$ cat src/rtl/cmul_arb_pkg.sv
// cmul_arb_pkg: shared FFT widths and requester count for the complex multiplier arbiter
package cmul_arb_pkg;
  localparam int BFLY = 10;
  localparam int TW = 9;
  localparam int WIDTH = BFLY + TW;
  localparam int NREQ = 2;
endpackage

$ cat src/rtl/cmul_arb_cmul.sv
// cmul: combinational signed complex multiply, full product width, wraps without saturation
module cmul #(
  parameter int BFLY = cmul_arb_pkg::BFLY,
  parameter int TW = cmul_arb_pkg::TW,
  parameter int WIDTH = BFLY + TW
) (
  input  logic signed [BFLY-1:0]  re_i,
  input  logic signed [BFLY-1:0]  im_i,
  input  logic signed [TW-1:0]    tw_re_i,
  input  logic signed [TW-1:0]    tw_im_i,
  output logic signed [WIDTH-1:0] re_o,
  output logic signed [WIDTH-1:0] im_o
);
  logic signed [WIDTH-1:0] a, b, c, d;
  assign a = WIDTH'(re_i);
  assign b = WIDTH'(im_i);
  assign c = WIDTH'(tw_re_i);
  assign d = WIDTH'(tw_im_i);
  assign re_o = a * c - b * d;
  assign im_o = b * c + a * d;
endmodule

$ cat src/rtl/cmul_arb.sv
// cmul_arb: round-robin arbiter sharing one two-stage complex multiplier between two requesters
module cmul_arb
  import cmul_arb_pkg::NREQ;
#(
  parameter int BFLY = cmul_arb_pkg::BFLY,
  parameter int TW = cmul_arb_pkg::TW,
  parameter int WIDTH = BFLY + TW
) (
  input  logic                    clk,
  input  logic                    rst_n,
  input  logic [NREQ-1:0]         req_valid,
  output logic [NREQ-1:0]         req_ready,
  input  logic signed [BFLY-1:0]  req0_re,
  input  logic signed [BFLY-1:0]  req0_im,
  input  logic signed [TW-1:0]    req0_tw_re,
  input  logic signed [TW-1:0]    req0_tw_im,
  input  logic signed [BFLY-1:0]  req1_re,
  input  logic signed [BFLY-1:0]  req1_im,
  input  logic signed [TW-1:0]    req1_tw_re,
  input  logic signed [TW-1:0]    req1_tw_im,
  input  logic                    flush,
  output logic                    out_valid,
  output logic                    out_id,
  output logic signed [WIDTH-1:0] out_re,
  output logic signed [WIDTH-1:0] out_im,
  output logic [1:0]              inflight
);
  logic last_q, last_d, fire, gnt_id;
  logic s1_v_q, s1_id_q, s2_v_q, s2_v_d;
  logic signed [BFLY-1:0] s1_re_q, s1_im_q;
  logic signed [TW-1:0] s1_tr_q, s1_ti_q;
  logic signed [WIDTH-1:0] p_re, p_im;
  // last_q=1 means requester 1 won last, so requester 0 takes the next tie
  always_comb begin
    req_ready = (flush || !rst_n) ? '0 : (&req_valid) ? (last_q ? 2'b01 : 2'b10) : req_valid;
    fire = |(req_valid & req_ready);
    gnt_id = req_ready[1];
    last_d = fire ? gnt_id : last_q;
    s2_v_d = s1_v_q && !flush;
  end
  cmul #(.BFLY(BFLY), .TW(TW), .WIDTH(WIDTH)) u_cmul (
    .re_i(s1_re_q), .im_i(s1_im_q), .tw_re_i(s1_tr_q), .tw_im_i(s1_ti_q),
    .re_o(p_re), .im_o(p_im)
  );
  always_ff @(posedge clk or negedge rst_n) begin
    if (!rst_n) begin
      last_q <= 1'b1;
      s1_v_q <= 1'b0;
      s2_v_q <= 1'b0;
      s1_id_q <= 1'b0;
      s1_re_q <= '0;
      s1_im_q <= '0;
      s1_tr_q <= '0;
      s1_ti_q <= '0;
      out_id <= 1'b0;
      out_re <= '0;
      out_im <= '0;
    end else begin
      last_q <= last_d;
      s1_v_q <= fire;
      s2_v_q <= s2_v_d;
      if (fire) begin
        s1_id_q <= gnt_id;
        s1_re_q <= gnt_id ? req1_re : req0_re;
        s1_im_q <= gnt_id ? req1_im : req0_im;
        s1_tr_q <= gnt_id ? req1_tw_re : req0_tw_re;
        s1_ti_q <= gnt_id ? req1_tw_im : req0_tw_im;
      end
      // outputs only move when a result is presented, so they hold while idle
      if (s2_v_d) begin
        out_id <= s1_id_q;
        out_re <= p_re;
        out_im <= p_im;
      end
    end
  end
  assign out_valid = s2_v_q;
  assign inflight = {1'b0, s1_v_q} + {1'b0, s2_v_q};
endmodule

$ cat config.mk
export PLATFORM = sky130hd
export DESIGN_NAME = cmul_arb
export DESIGN_NICKNAME = d
export VERILOG_FILES = /design/src/rtl/cmul_arb_pkg.sv /design/src/rtl/cmul_arb_cmul.sv /design/src/rtl/cmul_arb.sv
export SDC_FILE = /design/constraint.sdc
export NUM_CORES = 1
export LEC_CHECK = 0
export BUFFER_PORTS_ARGS = -buffer_cell sky130_fd_sc_hd__buf_2
export CAP_MARGIN = 10
export CORE_MARGIN = 3
export CORE_UTILIZATION = 31
export DETAILED_ROUTE_END_ITERATION = 16
export PLACE_DENSITY = 0.57
export REMOVE_ABC_BUFFERS = 1
export SETUP_SLACK_MARGIN = 0.15
export SLEW_MARGIN = 20
export SYNTH_ARGS = -nofsm -noshare
export SYNTH_HDL_FRONTEND = slang
export SYNTH_SLANG_ARGS = --single-unit
$ cat constraint.sdc
create_clock -name clk -period 8.7 [get_ports clk]
set_input_delay 0.435 -clock clk [delete_from_list [all_inputs] [get_ports clk]]
set_output_delay 0.435 -clock clk [all_outputs]
set_load 0.01 [all_outputs]
==> results_tabular.tex, run 1 <==
\begin{tabular}{lr}
\hline
Metric & Value \\
\hline
\multicolumn{2}{l}{\textbf{Worst setup path}} \\
Largest incremental delay on the critical path & 0.74 ns \\
Register-to-Register Setup Slack & 2.06 ns \\
Critical path arrival & 6.98 ns \\
Critical path cell sequence & and2\_1 -> fa\_1 -> inv\_1 -> fa\_1 -> inv\_1 -> fa\_1 -> inv\_1 -> fa\_1 -> fa\_1 -> fa\_1 -> inv\_1 -> fa\_1 -> ha\_1 -> o21a\_1 -> o22ai\_1 -> o21ai\_0 -> a21oi\_1 -> or4\_1 -> nand3\_1 \\
Capturing element of the worst setup path & out\_im[16] \\
Crit path kind & reg -> reg \\
Logic depth of the worst register-to-register path & 19 \\
Category of the worst setup path capture point & flip-flop \\
Cell with the biggest individual delay on the critical path & sky130\_fd\_sc\_hd\_\_dfrtp\_1 \\
Most numerous cell on the critical path & sky130\_fd\_sc\_hd\_\_fa\_1 \\
Worst Path Required & 9.04 ns \\
Endpoint of the lowest-slack register-to-register path & out\_im[16] \\
Beginning of the critical path & s1\_im\_q[5] \\
Worst r2r src & s1\_im\_q[5] \\
CP Launch Type & flip-flop \\
Maximum fanout encountered on the critical timing path & 19 \\
\multicolumn{2}{l}{\textbf{Clock tree}} \\
Clock tree from TritonCTS & done \\
Clk Latency, worst-skew pair & 0.40 ns \\
Clock Path Buffers & 2 \\
Register clock-pin slew on the reported worst setup and hold paths & 0.08 ns \\
Root Buffer & sky130\_fd\_sc\_hd\_\_clkbuf\_16 \\
CTS H-tree depth & 3 \\
Clock buffer count from CTS & 9 \\
Clock sink total & 81 \\
\multicolumn{2}{l}{\textbf{Cells and area}} \\
Fin nets & 2507 \\
Area used by multi-input combinational logic & 13600 um\^{}2 \\
Fill cells & 5709 \\
Reg area & 2030 um\^{}2 \\
Diode insertion count for antenna repair & 0 \\
Final design instance area without fill & 19100 um\^{}2 \\
Synth-to-Final Area Change & 9.70\% \\
Share of layout cells above drive strength 1 & 8.65\% \\
\multicolumn{2}{l}{\textbf{Floorplan}} \\
Starting density of the core & 31.5\% \\
Cell Rows & 86 \\
Die Span X & 243 um \\
IO Pins & 125 \\
Area of the core & 55300 um\^{}2 \\
Floorplan die area & 59000 um\^{}2 \\
Chip height & 243 um \\
\multicolumn{2}{l}{\textbf{Synthesis}} \\
Cell taking the most area after synthesis & sky130\_fd\_sc\_hd\_\_fa\_1 \\
Area of the mapped netlist & 17400 um\^{}2 \\
Yosys warning total & 0 \\
Gate Count Post-Synth & 1840 \\
Synth top area share & 42.3\% \\
Biggest area contributors in the synthesized netlist & sky130\_fd\_sc\_hd\_\_fa\_1 42\%, sky130\_fd\_sc\_hd\_\_dfrtp\_1 12\%, sky130\_fd\_sc\_hd\_\_ha\_1 11\% \\
Most frequent cell after synthesis & sky130\_fd\_sc\_hd\_\_inv\_1 \\
Number of synthesized flops with an enable pin & 0 \\
Register bit total from synthesis & 81 \\
Primary flip-flop cell chosen by synthesis mapping & sky130\_fd\_sc\_hd\_\_dfrtp\_1 \\
Async set or reset register ratio after synthesis & 100\% \\
Post-synthesis average cell area & 9.46 um\^{}2 \\
Sequential-to-total area share from yosys stat & 11.7\% \\
Commonest cells post-synth & 396 x sky130\_fd\_sc\_hd\_\_inv\_1, 368 x sky130\_fd\_sc\_hd\_\_fa\_1, 256 x sky130\_fd\_sc\_hd\_\_nand2\_1, 169 x sky130\_fd\_sc\_hd\_\_and2\_1, 156 x sky130\_fd\_sc\_hd\_\_ha\_1 \\
Distinct cell type count of the synthesized netlist & 58 \\
\multicolumn{2}{l}{\textbf{STA}} \\
Final Setup Violations & 0 \\
Worst slew pin tran & 0.999 ns \\
Final setup skew & 0.0124 ns \\
Final Hold Violating Endpoints & 0 \\
Number of pins exceeding their max-slew limit in the final report & 0 \\
Max-slew headroom at the worst pin & 33.4\% \\
Crit share post-route & 76.3\% \\
Setup\_tns & 0 ns \\
Unrepaired setup endpoints after global routing & no \\
Highest achievable clock rate & 151 MHz \\
Min Clock Period, post-route & 6.64 ns \\
\multicolumn{2}{l}{\textbf{Run}} \\
Max-cap violations & 0 \\
\multicolumn{2}{l}{\textbf{Route}} \\
Initial detailed-routing violation count & 546 \\
Number of iterations in the first detailed-routing pass & 7 \\
Via count normalized by instance count & 4.55 \\
Antenna-violating nets left & 0 \\
Overall routed net length & 40900 um \\
DR vias & 12.1k \\
Remaining routing DRC violations & 0 \\
Routed length per instance & 15.4 um \\
\multicolumn{2}{l}{\textbf{GRT}} \\
Number of antenna violations at the first check in global routing & 0 \\
Vias in the first global route & 13.4k \\
Largest net degree at the start of global routing & 80 \\
Aggregate global routing overflow & 0 \\
Global-route wire length before repair & 70300 um \\
Global-route total usage across every layer & 14.9\% \\
\multicolumn{2}{l}{\textbf{Placement}} \\
PortBufs & 124 \\
Post-detail-place hpwl & 32200 um \\
Final weighted congestion in routability-driven placement & 0.834 \\
Post-DP Area & 18800 um\^{}2 \\
\multicolumn{2}{l}{\textbf{Min path}} \\
Hold Path Stages & 3 \\
Worst hold start & req0\_tw\_re[6] \\
Hold/Removal Path Class & in -> reg \\
\multicolumn{2}{l}{\textbf{Status}} \\
Result of the run & finished clean \\
\hline
\end{tabular}
[metrics by stage]
step	util (%)	worst slack, ns	std cells	hold slack [ns]
3_5_place_dp	33.9	2.04	2638	0.380
4_1_cts	34.5	2.04	2655	0.320
6_report	34.5	2.06	2655	0.342
2_1_floorplan	-	2.83	1753	0.139
5_1_grt	34.5	1.61	2655	0.347
3_3_place_gp	33.9	2.18	2638	0.376
[worst min-delay path by stage]
stage / to / slack, ns
after floorplan: out_id / 0.14
after global placement: out_re[3] / 0.38
after detailed placement: out_re[3] / 0.38
after CTS: s1_re_q[7] / 0.32
after global routing: s1_ti_q[7] / 0.35
final: s1_tr_q[6] / 0.34
[layout make-up]
cell class / instances / share of cell area (%)
Multi-Input combinational cell: 1274 / 71.1
Sequential cell: 81 / 10.6
Inverter: 398 / 7.82
Tap cell: 748 / 4.90
Timing Repair Buffer: 138 / 3.83
Clock buffer: 9 / 1.18
Clock inverter: 7 / 0.564
[flip-flops by register name, indices dropped and copies added, names as in the netlist]
| register | cells |
|---|---|
| s1_re_q | 10 |
| out_id | 1 |
| out_re | 19 |
| last_q | 1 |
| s1_id_q | 1 |
| s1_v_q | 1 |
| out_valid | 1 |
| s1_im_q | 10 |
| s1_tr_q | 9 |
| out_im | 19 |
| s1_ti_q | 9 |
[worst max-delay path: cells and delay by family, from the launching register on]
kind	cells	cell delay, ns
AO/OA/AOI/OAI	4	0.88
buffers and inverters	4	0.23
adder cells (fa/ha/maj)	8	3.84
flip-flops	1	0.74
AND/OR/NAND/NOR	3	0.91
[kinds of logic (layout without fill, tap and decap cells)]
kind of cell | Yosys count | count (layout) | share of synthesized area, %
adders and majority gates | 524 | 524 | 53.5
AOI/OAI and AO/OA | 150 | 150 | 5.08
DFF | 81 | 81 | 11.7
and+or+nand+nor | 506 | 506 | 14.2
buffers and inverters | 485 | 552 | 10.5
muxes | 38 | 38 | 2.19
xor gates and xnor gates | 56 | 56 | 2.86
[routing by layer]
metal / track usage, % / part of all wire (%) / vias up
li1: - / - / 5605
met1: 20.8 / 47 / 6149
met2: 24.6 / 47 / 285
met3: 2.36 / 5.1 / 33
met4: 3.30 / 1.5 / 0
met5: 0 / 0 / -
[placed cells by master (no fill, tap or decap), types with 6 or more instances in the layout]
| master | count |
|---|---|
| sky130_fd_sc_hd__and2_1 | 169 |
| sky130_fd_sc_hd__fa_1 | 368 |
| sky130_fd_sc_hd__dfrtp_1 | 80 |
| sky130_fd_sc_hd__clkbuf_16 | 9 |
| sky130_fd_sc_hd__buf_4 | 14 |
| sky130_fd_sc_hd__ha_1 | 156 |
| sky130_fd_sc_hd__xnor2_1 | 43 |
| sky130_fd_sc_hd__nand2_1 | 256 |
| sky130_fd_sc_hd__nand2b_1 | 19 |
| sky130_fd_sc_hd__buf_2 | 123 |
| sky130_fd_sc_hd__o21a_1 | 7 |
| sky130_fd_sc_hd__xor2_1 | 12 |
| sky130_fd_sc_hd__nor3_1 | 6 |
| sky130_fd_sc_hd__o21ai_0 | 76 |
| sky130_fd_sc_hd__inv_1 | 396 |
| sky130_fd_sc_hd__nor2_1 | 29 |
| sky130_fd_sc_hd__mux2i_1 | 38 |
| sky130_fd_sc_hd__a21o_1 | 13 |
| sky130_fd_sc_hd__a21oi_1 | 22 |
[what timing repair did]
item,in CTS,in global routing
hold endpoints to repair,23,0
hold buffers,1,0
endpoints found under the setup margin,0,0
setup buffers,0,0
gates resized for setup,0,0
Power of run 1 is not shown: default switching activity piles up to over one toggle a cycle in this logic, so the estimate is an artifact.
==> run 2, diff against run 1 <==
--- a/config.mk
+++ b/config.mk
@@ -5,6 +5,7 @@
 export SDC_FILE = /design/constraint.sdc
 export NUM_CORES = 1
 export LEC_CHECK = 0
+export ABC_AREA = 1
 export BUFFER_PORTS_ARGS = -buffer_cell sky130_fd_sc_hd__buf_2
 export CAP_MARGIN = 10
 export CORE_MARGIN = 3
==> constraint.sdc (replaced) <==
create_clock -name clk -period 6.23 [get_ports clk]
set_input_delay 0.3115 -clock clk [delete_from_list [all_inputs] [get_ports clk]]
set_output_delay 0.3115 -clock clk [all_outputs]
set_load 0.01 [all_outputs]
==> results_tabular.tex, run 2 <==
\begin{tabular}{lr}
\hline
Metric & Value \\
\hline
\multicolumn{2}{l}{\textbf{Status}} \\
Result of the run & finished clean \\
\multicolumn{2}{l}{\textbf{Clock tree}} \\
CTS H-tree depth & 3 (unchanged) \\
Register clock-pin slew on the reported worst setup and hold paths & 0.08 ns (about the same) \\
Clock buffer count from CTS & 9 (unchanged) \\
Clock Path Buffers & 2 (unchanged) \\
Clock sink total & 81 (unchanged) \\
Clk Latency, worst-skew pair & 0.38 ns (-0.02 ns) \\
Root Buffer & sky130\_fd\_sc\_hd\_\_clkbuf\_16 \\
Clock tree from TritonCTS & done \\
\multicolumn{2}{l}{\textbf{Route}} \\
Remaining routing DRC violations & 0 (unchanged) \\
Number of iterations in the first detailed-routing pass & 5 (-2) \\
Antenna-violating nets left & 0 (unchanged) \\
Via count normalized by instance count & 4.52 (-0.65\%) \\
DR vias & 14.1k (+17\%) \\
Routed length per instance & 15.1 um (-2.3\%) \\
Initial detailed-routing violation count & 780 (+43\%) \\
Overall routed net length & 47100 um (+15\%) \\
\multicolumn{2}{l}{\textbf{Cells and area}} \\
Most common cell after layout, fill and taps aside & sky130\_fd\_sc\_hd\_\_nand2\_1 \\
Fill cells & 5928 (+3.8\%) \\
Fin nets & 2967 (+18\%) \\
Most frequent cells in the layout & 619 x sky130\_fd\_sc\_hd\_\_nand2\_1, 611 x sky130\_fd\_sc\_hd\_\_inv\_1, 366 x sky130\_fd\_sc\_hd\_\_fa\_1 \\
Synth-to-Final Area Change & 12.2\% \\
Largest registers ranked by flip-flop count & out\_im: 19 flops, out\_re: 19 flops \\
Share of layout cells above drive strength 1 & 11.4\% (+2.7 points) \\
Finished Core Util & 35.5\% (+1.0 points) \\
\multicolumn{2}{l}{\textbf{Synthesis}} \\
Async set or reset register ratio after synthesis & 100\% (unchanged) \\
Register bit total from synthesis & 81 (unchanged) \\
Synth top area share & 40.8\% (-1.5 points) \\
Most frequent cell after synthesis & sky130\_fd\_sc\_hd\_\_nand2\_1 \\
Cell taking the most area after synthesis & sky130\_fd\_sc\_hd\_\_fa\_1 \\
Area of the mapped netlist & 18100 um\^{}2 (+3.8\%) \\
Yosys warning total & 0 (unchanged) \\
Biggest area contributors in the synthesized netlist & sky130\_fd\_sc\_hd\_\_fa\_1 41\%, sky130\_fd\_sc\_hd\_\_nand2\_1 13\%, sky130\_fd\_sc\_hd\_\_inv\_1 13\% \\
Distinct cell type count of the synthesized netlist & 37 (-36\%) \\
Commonest cells post-synth & 620 x sky130\_fd\_sc\_hd\_\_nand2\_1, 613 x sky130\_fd\_sc\_hd\_\_inv\_1, 368 x sky130\_fd\_sc\_hd\_\_fa\_1, 156 x sky130\_fd\_sc\_hd\_\_ha\_1, 93 x sky130\_fd\_sc\_hd\_\_nor2\_1 \\
Sequential-to-total area share from yosys stat & 11.2\% (-0.42 points) \\
Number of synthesized flops with an enable pin & 0 (unchanged) \\
Primary flip-flop cell chosen by synthesis mapping & sky130\_fd\_sc\_hd\_\_dfrtp\_1 \\
Post-synthesis average cell area & 8.01 um\^{}2 (-15\%) \\
Gate Count Post-Synth & 2256 (+23\%) \\
\multicolumn{2}{l}{\textbf{Floorplan}} \\
Floorplan die area & 61200 um\^{}2 (+3.7\%) \\
Chip height & 247 um (+1.8\%) \\
Cell Rows & 87 (+1.2\%) \\
Starting density of the core & 31.7\% (+0.20 points) \\
Area of the core & 57000 um\^{}2 (+3.1\%) \\
IO Pins & 125 (unchanged) \\
Die Span X & 247 um (+1.8\%) \\
\multicolumn{2}{l}{\textbf{STA}} \\
Highest achievable clock rate & 169 MHz (+12\%) \\
Worst slew pin tran & 0.917 ns (-0.0819 ns) \\
Number of pins exceeding their max-slew limit in the final report & 0 (unchanged) \\
Final Setup Violations & 0 (unchanged) \\
Min Clock Period, post-route & 5.91 ns (-0.730 ns) \\
Unrepaired setup endpoints after global routing & yes \\
Final setup skew & 0.0153 ns (+0.00282 ns) \\
Crit share post-route & 94.9\% (+19 points) \\
Setup\_tns & 0 ns (unchanged) \\
Final Hold Violating Endpoints & 0 (unchanged) \\
Max-slew headroom at the worst pin & 38.9\% (+5.5 points) \\
\multicolumn{2}{l}{\textbf{Placement}} \\
Post-detail-place hpwl & 39400 um (+22\%) \\
PortBufs & 124 (unchanged) \\
Final weighted congestion in routability-driven placement & 0.893 (+7.0\%) \\
\multicolumn{2}{l}{\textbf{Min path}} \\
Hold/Removal Path Class & in -> reg \\
\multicolumn{2}{l}{\textbf{Worst setup path}} \\
Category of the worst setup path capture point & flip-flop \\
Critical path cell sequence & clkinvlp\_4 -> or2\_4 -> fa\_2 -> fa\_1 -> inv\_1 -> fa\_1 -> inv\_1 -> fa\_1 -> fa\_1 -> fa\_1 -> inv\_1 -> fa\_1 -> ha\_1 -> a21oi\_1 -> nor2\_1 -> o21ai\_1 -> o2111ai\_1 -> or2\_1 -> nand3\_1 -> nand2\_1 \\
Cell with the biggest individual delay on the critical path & sky130\_fd\_sc\_hd\_\_fa\_1 \\
Worst Path Required & 6.51 ns (-2.53 ns) \\
Largest incremental delay on the critical path & 0.57 ns (-0.17 ns) \\
Maximum fanout encountered on the critical timing path & 8 (-11) \\
Critical path arrival & 6.19 ns (-0.79 ns) \\
CP Launch Type & flip-flop \\
Most numerous cell on the critical path & sky130\_fd\_sc\_hd\_\_fa\_1 \\
Crit path kind & reg -> reg \\
\multicolumn{2}{l}{\textbf{GRT}} \\
Global-route wire length before repair & 78000 um (+11\%) \\
Largest net degree at the start of global routing & 80 (unchanged) \\
Number of antenna violations at the first check in global routing & 12 (+12) \\
Aggregate global routing overflow & 0 (unchanged) \\
Vias in the first global route & 15.0k (+11\%) \\
Global-route total usage across every layer & 16.3\% (+1.4 points) \\
\multicolumn{2}{l}{\textbf{Run}} \\
Max-cap violations & 0 (unchanged) \\
\hline
\end{tabular}
## run 2: cell types whose count changed after synthesis, moves of 15 or more
| cell | delta |
|---|---|
| sky130_fd_sc_hd__nand2b_1 | -19 |
| sky130_fd_sc_hd__a31oi_1 | +42 |
| sky130_fd_sc_hd__o21ai_0 | -53 |
| sky130_fd_sc_hd__nand3_1 | +38 |
| sky130_fd_sc_hd__and2_1 | -169 |
| sky130_fd_sc_hd__xnor2_1 | -31 |
| sky130_fd_sc_hd__buf_1 | +15 |
| sky130_fd_sc_hd__inv_1 | +217 |
| sky130_fd_sc_hd__mux2i_1 | -38 |
| sky130_fd_sc_hd__nor2_1 | +64 |
| sky130_fd_sc_hd__nand2_1 | +364 |
## run 2: per-stage QoR
stage | worst slack, ns | hold slack (ns) | instances | area, um^2
global placement | 0.311 | 0.215 | 3101 | 19800
floorplan | 0.577 | 0.0159 | 2158 | 17700
detailed placement | 0.164 | 0.220 | 3101 | 19800
CTS | 0.174 | 0.153 | 3118 | 20100
global route | 0.124 | 0.172 | 3127 | 20300
finish | 0.318 | 0.178 | 3128 | 20300
## run 2: final timing paths
| kind | slack [ns] | from | to | cells past startpoint |
|---|---|---|---|---|
| setup reg to reg | 0.32 | s1_tr_q[8] | out_im[15] | 20 |
| hold reg to reg | 0.46 | out_re[2] | out_re[2] | 2 |
| hold / removal | 0.18 | req0_tw_im[8] | s1_ti_q[8] | 3 |
| min in group asynchronous | 0.35 | rst_n | out_im[12] | 2 |
| setup / recovery | 0.32 | s1_tr_q[8] | out_im[15] | 20 |
| max in group asynchronous | 4.61 | rst_n | s1_re_q[9] | 3 |
## run 2: kinds of logic (layout without fill, tap and decap cells)
group | count (synthesis) | in the layout | synth area share (%)
and+or+nand+nor | 787 | 787 | 17.1
buffers and inverters | 720 | 831 | 15.1
adders and majority gates | 524 | 524 | 51.6
AOI/OAI and AO/OA | 124 | 124 | 4.02
DFF | 81 | 81 | 11.2
xor gates and xnor gates | 20 | 20 | 0.970
other | 0 | 5 | 0
## run 2: repair_timing
item,CTS,global route
hold endpoints to repair,18,0
setup endpoints to repair,1,19
pin swaps,0,5
gates cloned,0,0
setup buffers,0,5
gates resized for setup,1,36
hold buffers,1,0
## run 2: final cells by class
class / count / area (um^2) / area share [%]
multi-input cells: 1455 / 13400 / 66.2
inverters: 622 / 2340 / 11.5
flip-flops and latches: 81 / 2050 / 10.1
repair buffers: 193 / 1200 / 5.91
well taps: 756 / 946 / 4.67
clock buffers: 11 / 243 / 1.20
clock inverters: 5 / 55.1 / 0.272
diodes: 5 / 12.5 / 0.0617
## run 2: layer usage
layer | track usage (%) | wire length [um]
met3 | 4.41 | 3870
met1 | 21.3 | 20200
met5 | 0 | 53
met4 | 4.43 | 1000
met2 | 26.7 | 22000
## run 2: worst max-delay path, delay by kind of cell, from the launching register on
kind,cells,cell delay [ns]
adder cells (fa/ha/maj),8,3.71
flip-flops,1,0.40
AND/OR/NAND/NOR,5,0.74
buffers and inverters,4,0.42
AO/OA/AOI/OAI,3,0.55
Power of run 2 is left out for the same reason.
==> run 3, diff against run 2 <==
--- a/config.mk
+++ b/config.mk
@@ -8,10 +8,11 @@
 export ABC_AREA = 1
 export BUFFER_PORTS_ARGS = -buffer_cell sky130_fd_sc_hd__buf_2
 export CAP_MARGIN = 10
-export CORE_MARGIN = 3
+export CORE_MARGIN = 1
 export CORE_UTILIZATION = 31
 export DETAILED_ROUTE_END_ITERATION = 16
 export PLACE_DENSITY = 0.57
+export RECOVER_POWER = 50
 export REMOVE_ABC_BUFFERS = 1
 export SETUP_SLACK_MARGIN = 0.15
 export SLEW_MARGIN = 20
==> results_tabular.tex, run 3 (synthesis results as in run 2) <==
\begin{tabular}{lr}
\hline
Metric & Value \\
\hline
\multicolumn{2}{l}{\textbf{GRT}} \\
Number of antenna violations at the first check in global routing & 0 (-12) \\
Aggregate global routing overflow & 0 (unchanged) \\
Met2 demand-to-capacity share in global routing & 27.2\% (+0.54 points) \\
Global-route wire length before repair & 78000 um (about the same) \\
Largest net degree at the start of global routing & 64 (-20\%) \\
GR peak layer & met2 \\
Vias in the first global route & 15.1k (+0.49\%) \\
Met1 global-route usage & 22.7\% (+1.4 points) \\
Global-route total usage across every layer & 16.7\% (+0.44 points) \\
Global-route track usage on met3 & 2.48\% (-1.9 points) \\
\multicolumn{2}{l}{\textbf{Placement}} \\
Final weighted congestion in routability-driven placement & 0.867 (-2.9\%) \\
Post-DP Area & 19900 um\^{}2 (+0.37\%) \\
PortBufs & 124 (unchanged) \\
Post-detail-place hpwl & 38900 um (-1.2\%) \\
Pre-CTS setup slack & 0.198 ns (+0.0331 ns) \\
\multicolumn{2}{l}{\textbf{Worst setup path}} \\
Maximum fanout encountered on the critical timing path & 9 (+1) \\
Category of the worst setup path capture point & flip-flop \\
Worst r2r src & s1\_tr\_q[8] \\
Critical path arrival & 6.13 ns (-0.06 ns) \\
Register-to-Register Setup Slack & 0.38 ns (+0.06 ns) \\
Logic depth of the worst register-to-register path & 22 (+10\%) \\
CP Launch Type & flip-flop \\
Endpoint of the lowest-slack register-to-register path & out\_im[18] \\
Worst Path Required & 6.51 ns (about the same) \\
Crit path kind & reg -> reg \\
\multicolumn{2}{l}{\textbf{Clock tree}} \\
Clock sink total & 81 (unchanged) \\
Clock Path Buffers & 2 (unchanged) \\
CTS H-tree depth & 3 (unchanged) \\
Clock buffer count from CTS & 9 (unchanged) \\
Register clock-pin slew on the reported worst setup and hold paths & 0.09 ns (about the same) \\
Clk Latency, worst-skew pair & 0.40 ns (+0.02 ns) \\
Root Buffer & sky130\_fd\_sc\_hd\_\_clkbuf\_16 \\
Clock tree from TritonCTS & done \\
\multicolumn{2}{l}{\textbf{Cells and area}} \\
Most frequent cells in the layout & 618 x sky130\_fd\_sc\_hd\_\_nand2\_1, 611 x sky130\_fd\_sc\_hd\_\_inv\_1, 365 x sky130\_fd\_sc\_hd\_\_fa\_1 \\
Fin nets & 2984 (+0.57\%) \\
Diode insertion count for antenna repair & 0 (-5) \\
Share of layout cells above drive strength 1 & 10.3\% (-1.0 points) \\
Most common cell after layout, fill and taps aside & sky130\_fd\_sc\_hd\_\_nand2\_1 \\
Final design instance area without fill & 20300 um\^{}2 (+0.17\%) \\
Largest registers ranked by flip-flop count & out\_im: 19 flops, out\_re: 19 flops \\
Synth-to-Final Area Change & 12.4\% \\
\multicolumn{2}{l}{\textbf{STA}} \\
Final Hold Violating Endpoints & 0 (unchanged) \\
Min Clock Period, post-route & 5.85 ns (-0.0626 ns) \\
Unrepaired setup endpoints after global routing & yes \\
Highest achievable clock rate & 171 MHz (+1.1\%) \\
Worst slew pin tran & 1.94 ns (+1.02 ns) \\
Max-slew headroom at the worst pin & -29.3\% (-68 points) \\
Number of pins exceeding their max-slew limit in the final report & 33 (+33) \\
Setup\_tns & 0 ns (unchanged) \\
Final Setup Violations & 0 (unchanged) \\
Crit share post-route & 93.9\% (-1.0 points) \\
Worst hold slack & 0.159 ns (-0.0186 ns) \\
PnR worst setup slack & 0.380 ns (+0.0626 ns) \\
Final setup skew & 0.0173 ns (+0.00199 ns) \\
\multicolumn{2}{l}{\textbf{Floorplan}} \\
Starting density of the core & 31.4\% (-0.30 points) \\
Chip height & 243 um (-1.6\%) \\
IO Pins & 125 (unchanged) \\
Floorplan die area & 59200 um\^{}2 (-3.2\%) \\
Area of the core & 57600 um\^{}2 (+0.96\%) \\
Cell Rows & 88 (+1.1\%) \\
Die Span X & 243 um (-1.6\%) \\
\multicolumn{2}{l}{\textbf{Route}} \\
Number of iterations in the first detailed-routing pass & 5 (unchanged) \\
DR vias & 14.2k (+0.32\%) \\
Initial detailed-routing violation count & 864 (+11\%) \\
Via count normalized by instance count & 4.50 (-0.35\%) \\
Overall routed net length & 46700 um (-0.76\%) \\
Remaining routing DRC violations & 0 (unchanged) \\
Antenna-violating nets left & 0 (unchanged) \\
Routed length per instance & 14.8 um (-1.4\%) \\
\multicolumn{2}{l}{\textbf{Min path}} \\
Hold/Removal Path Class & in -> reg \\
Sink of the worst hold path & s1\_tr\_q[7] \\
Worst hold start & req0\_tw\_re[7] \\
Hold Path Stages & 3 (unchanged) \\
\multicolumn{2}{l}{\textbf{Run}} \\
Max-cap violations & 1 (+1) \\
\multicolumn{2}{l}{\textbf{Status}} \\
Result of the run & complete, but fails checks \\
Failing checks & max-capacitance violations, max-slew violations \\
\hline
\end{tabular}
[run 3: changes by cell type in the layout (fill, tap and decap cells not counted), moves of 3 or more]
cell,change
sky130_fd_sc_hd__diode_2,-5
sky130_fd_sc_hd__dfrtp_1,-3
sky130_fd_sc_hd__buf_2,-41
sky130_fd_sc_hd__buf_4,+13
sky130_fd_sc_hd__clkbuf_1,+43
[run 3: worst max-delay path, stage by stage, from the launching register on]
cell	delay, ns
sky130_fd_sc_hd__dfrtp_2	0.41
sky130_fd_sc_hd__clkinvlp_4	0.21
sky130_fd_sc_hd__buf_6	0.20
sky130_fd_sc_hd__or2_2	0.28
sky130_fd_sc_hd__fa_1	0.49
sky130_fd_sc_hd__inv_1	0.05
sky130_fd_sc_hd__fa_1	0.47
sky130_fd_sc_hd__inv_1	0.05
sky130_fd_sc_hd__fa_1	0.50
sky130_fd_sc_hd__inv_1	0.05
sky130_fd_sc_hd__fa_1	0.56
sky130_fd_sc_hd__fa_1	0.43
sky130_fd_sc_hd__fa_1	0.44
sky130_fd_sc_hd__ha_1	0.29
sky130_fd_sc_hd__ha_2	0.40
sky130_fd_sc_hd__nand2_1	0.11
sky130_fd_sc_hd__o21ai_1	0.19
sky130_fd_sc_hd__nand2_1	0.08
sky130_fd_sc_hd__o211ai_1	0.07
sky130_fd_sc_hd__nand2b_1	0.18
sky130_fd_sc_hd__nand3_1	0.09
sky130_fd_sc_hd__nand3_1	0.09
sky130_fd_sc_hd__nand2_1	0.07
[run 3: worst max path at each step]
| stage | slack [ns] | cells after the start | from | to |
|---|---|---|---|---|
| after floorplan | 0.58 | 22 | s1_tr_q[8] | out_im[14] |
| after global placement | 0.23 | 22 | s1_tr_q[3] | out_im[12] |
| after detailed placement | 0.20 | 23 | s1_ti_q[4] | out_im[17] |
| after CTS | 0.16 | 23 | s1_ti_q[3] | out_im[17] |
| after global routing | 0.11 | 21 | s1_re_q[9] | out_re[18] |
| final | 0.38 | 22 | s1_tr_q[8] | out_im[18] |
[run 3: metrics by stage]
stage	util, %	std cells
finish	35.3	3149
global route	35.3	3149
CTS	35.0	3137
detailed placement	34.5	3120
global placement	34.5	3120
floorplan	-	2158
[run 3: area by class of cell]
type                       instances  area [um^2]
timing repair inverter             1         5.00
multi-input combinational       1455        13400
inverter                         622         2340
clock buffer                      10          239
tap                              765          957
fill                            6016        37300
timing repair buffer             209         1250
clock inverter                     6         50.0
sequential                        81         2060
[run 3: metal layers]
layer / vias to the layer above / share of wire [%] / wire length, um
met4: 0 / 2.5 / 1180
met2: 401 / 47 / 21800
met3: 46 / 6.6 / 3100
met1: 7022 / 44 / 20600
li1: 6706 / - / -
met5: - / 0 / 0
[run 3: timing repair]
| item | CTS | global route |
|---|---|---|
| hold buffers | 1 | 0 |
| setup endpoints to repair | 1 | 20 |
| hold endpoints to repair | 18 | 0 |
| cloned | 0 | 1 |
| resized for setup | 1 | 39 |
| setup buffers | 0 | 11 |
Power of run 3 is left out for the same reason.
